`config.mk`:
```
export PLATFORM = sky130hd
export DESIGN_NAME = adam_aes_key_expansion_reverse
export DESIGN_NICKNAME = d
export VERILOG_FILES = /design/src/rtl/adam_aes_key_expansion_reverse.sv
export SDC_FILE = /design/constraint.sdc
export NUM_CORES = 2
export LEC_CHECK = 0
export CAP_MARGIN = 30
export CORE_AREA = 2 2 602 604
export DETAILED_ROUTE_END_ITERATION = 10
export DIE_AREA = 0 0 604 606
export PLACE_DENSITY = 0.45
export SYNTH_ARGS = -nofsm -noshare
export SYNTH_HDL_FRONTEND = slang
export SYNTH_SLANG_ARGS = --single-unit
```
`constraint.sdc`:
```
create_clock -name clk -period 8.7 [get_ports clk]
set_input_delay 2.61 -clock clk [delete_from_list [all_inputs] [get_ports clk]]
set_output_delay 2.61 -clock clk [all_outputs]
set_load 0.005 [all_outputs]
```
`src/rtl/adam_aes_key_expansion_reverse.sv`:
```
// rtl/adam_aes_key_expansion_reverse.sv - inverse AES-128 key schedule, RK[10] back to RK[0], one round per cycle
module adam_aes_key_expansion_reverse (
    input  logic         clk,
    input  logic         reset_n,
    input  logic [127:0] last_key,
    input  logic         init,
    output logic [127:0] round_keys [0:10],
    output logic         ready
);

    localparam logic [1:0] ST_IDLE = 2'd0;
    localparam logic [1:0] ST_BUSY = 2'd1;
    localparam logic [1:0] ST_DONE = 2'd2;

    localparam logic [7:0] SBOX [0:255] = '{
        8'h63, 8'h7c, 8'h77, 8'h7b, 8'hf2, 8'h6b, 8'h6f, 8'hc5, 8'h30, 8'h01, 8'h67, 8'h2b, 8'hfe, 8'hd7, 8'hab, 8'h76,
        8'hca, 8'h82, 8'hc9, 8'h7d, 8'hfa, 8'h59, 8'h47, 8'hf0, 8'had, 8'hd4, 8'ha2, 8'haf, 8'h9c, 8'ha4, 8'h72, 8'hc0,
        8'hb7, 8'hfd, 8'h93, 8'h26, 8'h36, 8'h3f, 8'hf7, 8'hcc, 8'h34, 8'ha5, 8'he5, 8'hf1, 8'h71, 8'hd8, 8'h31, 8'h15,
        8'h04, 8'hc7, 8'h23, 8'hc3, 8'h18, 8'h96, 8'h05, 8'h9a, 8'h07, 8'h12, 8'h80, 8'he2, 8'heb, 8'h27, 8'hb2, 8'h75,
        8'h09, 8'h83, 8'h2c, 8'h1a, 8'h1b, 8'h6e, 8'h5a, 8'ha0, 8'h52, 8'h3b, 8'hd6, 8'hb3, 8'h29, 8'he3, 8'h2f, 8'h84,
        8'h53, 8'hd1, 8'h00, 8'hed, 8'h20, 8'hfc, 8'hb1, 8'h5b, 8'h6a, 8'hcb, 8'hbe, 8'h39, 8'h4a, 8'h4c, 8'h58, 8'hcf,
        8'hd0, 8'hef, 8'haa, 8'hfb, 8'h43, 8'h4d, 8'h33, 8'h85, 8'h45, 8'hf9, 8'h02, 8'h7f, 8'h50, 8'h3c, 8'h9f, 8'ha8,
        8'h51, 8'ha3, 8'h40, 8'h8f, 8'h92, 8'h9d, 8'h38, 8'hf5, 8'hbc, 8'hb6, 8'hda, 8'h21, 8'h10, 8'hff, 8'hf3, 8'hd2,
        8'hcd, 8'h0c, 8'h13, 8'hec, 8'h5f, 8'h97, 8'h44, 8'h17, 8'hc4, 8'ha7, 8'h7e, 8'h3d, 8'h64, 8'h5d, 8'h19, 8'h73,
        8'h60, 8'h81, 8'h4f, 8'hdc, 8'h22, 8'h2a, 8'h90, 8'h88, 8'h46, 8'hee, 8'hb8, 8'h14, 8'hde, 8'h5e, 8'h0b, 8'hdb,
        8'he0, 8'h32, 8'h3a, 8'h0a, 8'h49, 8'h06, 8'h24, 8'h5c, 8'hc2, 8'hd3, 8'hac, 8'h62, 8'h91, 8'h95, 8'he4, 8'h79,
        8'he7, 8'hc8, 8'h37, 8'h6d, 8'h8d, 8'hd5, 8'h4e, 8'ha9, 8'h6c, 8'h56, 8'hf4, 8'hea, 8'h65, 8'h7a, 8'hae, 8'h08,
        8'hba, 8'h78, 8'h25, 8'h2e, 8'h1c, 8'ha6, 8'hb4, 8'hc6, 8'he8, 8'hdd, 8'h74, 8'h1f, 8'h4b, 8'hbd, 8'h8b, 8'h8a,
        8'h70, 8'h3e, 8'hb5, 8'h66, 8'h48, 8'h03, 8'hf6, 8'h0e, 8'h61, 8'h35, 8'h57, 8'hb9, 8'h86, 8'hc1, 8'h1d, 8'h9e,
        8'he1, 8'hf8, 8'h98, 8'h11, 8'h69, 8'hd9, 8'h8e, 8'h94, 8'h9b, 8'h1e, 8'h87, 8'he9, 8'hce, 8'h55, 8'h28, 8'hdf,
        8'h8c, 8'ha1, 8'h89, 8'h0d, 8'hbf, 8'he6, 8'h42, 8'h68, 8'h41, 8'h99, 8'h2d, 8'h0f, 8'hb0, 8'h54, 8'hbb, 8'h16
    };

    function automatic logic [7:0] rcon(input logic [3:0] idx);
        case (idx)
            4'd1:    rcon = 8'h01;
            4'd2:    rcon = 8'h02;
            4'd3:    rcon = 8'h04;
            4'd4:    rcon = 8'h08;
            4'd5:    rcon = 8'h10;
            4'd6:    rcon = 8'h20;
            4'd7:    rcon = 8'h40;
            4'd8:    rcon = 8'h80;
            4'd9:    rcon = 8'h1b;
            4'd10:   rcon = 8'h36;
            default: rcon = 8'h00;
        endcase
    endfunction

    logic [1:0]   state;
    logic [3:0]   counter;
    logic [127:0] cur_key;
    logic [31:0]  w0, w1, w2, w3;
    logic [31:0]  p0, p1, p2, p3;
    logic [31:0]  rot_word;
    logic [31:0]  sub_word;
    logic [127:0] next_key;

    // Mux out RK[counter]; only indices 0..10 exist, anything else reads zero.
    always_comb begin
        cur_key = '0;
        for (int k = 0; k < 11; k++) begin
            if (counter == k[3:0]) cur_key = round_keys[k];
        end
    end

    assign {w0, w1, w2, w3} = cur_key;
    assign p3 = w3 ^ w2;
    assign p2 = w2 ^ w1;
    assign p1 = w1 ^ w0;
    assign rot_word = {p3[23:0], p3[31:24]};
    assign sub_word = {SBOX[rot_word[31:24]], SBOX[rot_word[23:16]],
                       SBOX[rot_word[15:8]],  SBOX[rot_word[7:0]]};
    assign p0 = w0 ^ sub_word ^ {rcon(counter), 24'h0};
    assign next_key = {p0, p1, p2, p3};

    always_ff @(posedge clk or negedge reset_n) begin
        if (!reset_n) begin
            for (int k = 0; k < 11; k++) round_keys[k] <= '0;
            ready   <= 1'b0;
            state   <= ST_IDLE;
            counter <= 4'd0;
        end else begin
            case (state)
                ST_IDLE, ST_DONE: begin
                    if (init) begin
                        for (int k = 0; k < 10; k++) round_keys[k] <= '0;
                        round_keys[10] <= last_key;
                        counter        <= 4'd10;
                        ready          <= 1'b0;
                        state          <= ST_BUSY;
                    end
                end
                ST_BUSY: begin
                    // init is deliberately ignored here: a running schedule is never restarted.
                    round_keys[counter - 4'd1] <= next_key;
                    counter                    <= counter - 4'd1;
                    if (counter == 4'd1) begin
                        state <= ST_DONE;
                        ready <= 1'b1;
                    end
                end
                default: state <= ST_IDLE;
            endcase
        end
    end

endmodule

```
==> impl_metrics.toml <==
[run_status]
status = "finished clean"

[global_routing]
grt_use_total_pct = 36.8
antenna_found_initial = 59
first_global_vias = 89102
grt.overflow.total = 0
grt_start_max_net_pins = 191
grt_pass1_wl_um = 912000

[final_layout]
drive_gt1_share_pct = 10.8
fillCellCount = 37759
area_delta_synth_final_pct = 35.1
fin_nets = 10805
layout_commonest_cell = "clkdlybuf4s50_1"
final_cell_mix = "1538 x clkdlybuf4s50_1, 1413 x dfrtp_1, 1364 x o21ai_0, 1148 x nand3_1, 661 x nand2_1"

[worst_hold_path]
hold_class = "flip-flop to flip-flop"

[worst_setup_path]
criticalPathCategory = "flip-flop to flip-flop"
worstPathArrival_ps = 8890
cp_data_required_time_ps = 9500
cp_max_fo = 31
critPathCaptureType = "flip-flop"
start_kind = "flip-flop"

[detailed_routing]
drtIter0Drc = 12560
wl_per_cell_um = 44.9
drc = 0
drtAntennaViolNets = 0
drt_first_pass_iters = 8
wl_um = 700000
via_per_inst = 6.08
vias = 94836

[synthesis]
ys_top_cells_by_area = "dfrtp_1 44%, o21ai_0 8.5%, nand3_1 7.1%"
syn_area_um2 = 81300
syn_nets = 9657
syn_inst = 9480
synth.distinct_cells = 124
synth.avg_cell_area_um2 = 8.57
async_reset_ff_share_pct = 100
synth_top_family_by_area = "compound AO/OA/AOI/OAI gates"
synth_edf_count = 0
synth_seq_area_share_pct = 43.6
synth_top_area_share_pct = 43.6
yosysTopAreaCell = "dfrtp_1"
synth_warnings = 0
synthXorXnorAreaFrac_pct = 1.66
yosys.area_share.simple_pct = 16.4
synth-adder-area-share_pct = 0.708
synth_compound_area_share_pct = 30.4
synth_seq_cells = 1415
ys.flop_type = "dfrtp_1"
synthMuxAreaShare_pct = 0.519

[clock_network]
cts_buffer_depth = 4
cts_tree = "built"
post_cts_resized = 0
htree_levels = 4
cts_hold_buf = 0
insertion_delay_ps = 920
post_cts_buffers = 0
clk_pin_slew_ps = 60
clockRootBuffer = "clkbuf_16"
clock-sinks = 1415
numCtsBuffers = 180

[sta]
hold_viol = 0
setup_viol = 0
fin_tns_setup_ps = 0
finalCriticalPeriod_ps = 8090
tightest_slew_ps = 1340
max_freq_ghz = 0.124
skew_ps = 73.1
period_share_pct = 93.0
maxSlewViolCount = 0
slew_headroom_pct = 10.6
rsz0062_at_grt = "false"

[die]
start_util_pct = 22.6
core_um2 = 360000
pin_count = 1540
fp.dieW_um = 604
rows = 221
chipHeight_um = 606
die_area_um2 = 366000

[placed_design]
dp_hpwl_um = 519000
routabilityCongestion = 0.985
portBuffers = 1539

[job]
cap_violations = 0
-- worst max-delay path: stages (launching register included) --
cell and delay [ps]:
dfrtp_1 570, ha_4 610, nor2b_4 860, a21oi_1 160
o22a_1 230, o311ai_1 790, mux2_2 340, and2_4 350
buf_4 360, ha_1 680, inv_1 330, mux4_2 520
a22oi_1 210, o32ai_1 120, a211oi_1 500, a311o_1 630
xnor2_2 410, o21ai_1 230
-- cells by family after synthesis --
kind of cell,count (synthesis)
AND/OR/NAND/NOR,2828
buffers and inverters,1199
multiplexers,30
XOR/XNOR,148
adder cells (fa/ha/maj),46
AO/OA/AOI/OAI,3814
flip-flops,1415
-- synthesized netlist by cell type (31+ instances only) --
cell type  count
a311oi_1      49
o211ai_1     137
nor2_1       495
clkbuf_1     682
o22ai_1      109
buf_6         40
nand2_1      677
o21ai_0     1373
nand3b_1      43
dfrtp_1     1415
buf_4         79
a22oi_1       61
o22a_1        31
a21oi_1      624
and3_1        32
buf_2        269
a21o_1        39
a2111oi_0     31
o21ai_1      112
buf_1         71
nor3_1       188
o21a_1        42
o221ai_1     108
a22o_1       156
a31oi_1      105
a221o_1       55
o31ai_1       35
nand4_1       37
nor2b_1       34
nand2b_1      31
a221oi_1     229
nand3_1     1148
a211oi_1     181
xor2_1        41
inv_1         40
xnor2_1      101
ha_1          46
-- per-stage QoR --
step | area (um^2) | hold WS [ps] | utilization, % | worst slack, ps | instances
2_1_floorplan | 81300 | 459 | - | 3470 | 9480
3_3_place_gp | 103000 | 495 | 28.6 | 366 | 15175
3_5_place_dp | 104000 | 505 | 28.7 | 745 | 15233
4_1_cts | 110000 | 517 | 30.4 | 793 | 15554
5_1_grt | 110000 | 537 | 30.5 | 564 | 15574
6_report | 110000 | 522 | 30.5 | 611 | 15595
-- path summary, 6_finish.rpt --
kind	startpoint	end	slack, ps	cells past startpoint
worst max-delay path	counter[0]$_DFFE_PN0P_	round_keys[1274]$_DFFE_PN0P_	610	17
worst min-delay path	round_keys[751]$_DFFE_PN0P_	round_keys[751]$_DFFE_PN0P_	520	2
worst max register to register	counter[0]$_DFFE_PN0P_	round_keys[1274]$_DFFE_PN0P_	610	17
worst min register to register	round_keys[751]$_DFFE_PN0P_	round_keys[751]$_DFFE_PN0P_	520	2
max in group asynchronous	reset_n	round_keys[1301]$_DFFE_PN0P_	4860	3
min in group asynchronous	reset_n	round_keys[886]$_DFFE_PN0P_	1710	1
-- per-layer routing --
layer  GRT usage [%]  wire length, um
met2            57.2           311000
met5               0              192
met1            43.0           257000
met4            28.6            66000
met3            9.92            65900
-- sequential cells by signal, summed over array words and instances, names as in the netlist --
| register | cells |
|---|---|
| counter | 4 |
| ready | 1 |
| round_keys | 1408 |
| state | 2 |
-- area by class of cell --
| class | instances | area (um^2) | share of cell area [%] |
|---|---|---|---|
| diodes | 34 | 85.1 | 0.0775 |
| clock inverters | 61 | 738 | 0.672 |
| inverters | 58 | 236 | 0.215 |
| well taps | 4794 | 6000 | 5.46 |
| flip-flops and latches | 1415 | 35400 | 32.3 |
| repair buffers | 2107 | 20400 | 18.6 |
| clock buffers | 260 | 5320 | 4.84 |
| multi-input cells | 6866 | 41600 | 37.9 |
Power is not shown: default switching activity piles up to over one toggle a cycle in this logic, so the estimate is an artifact.
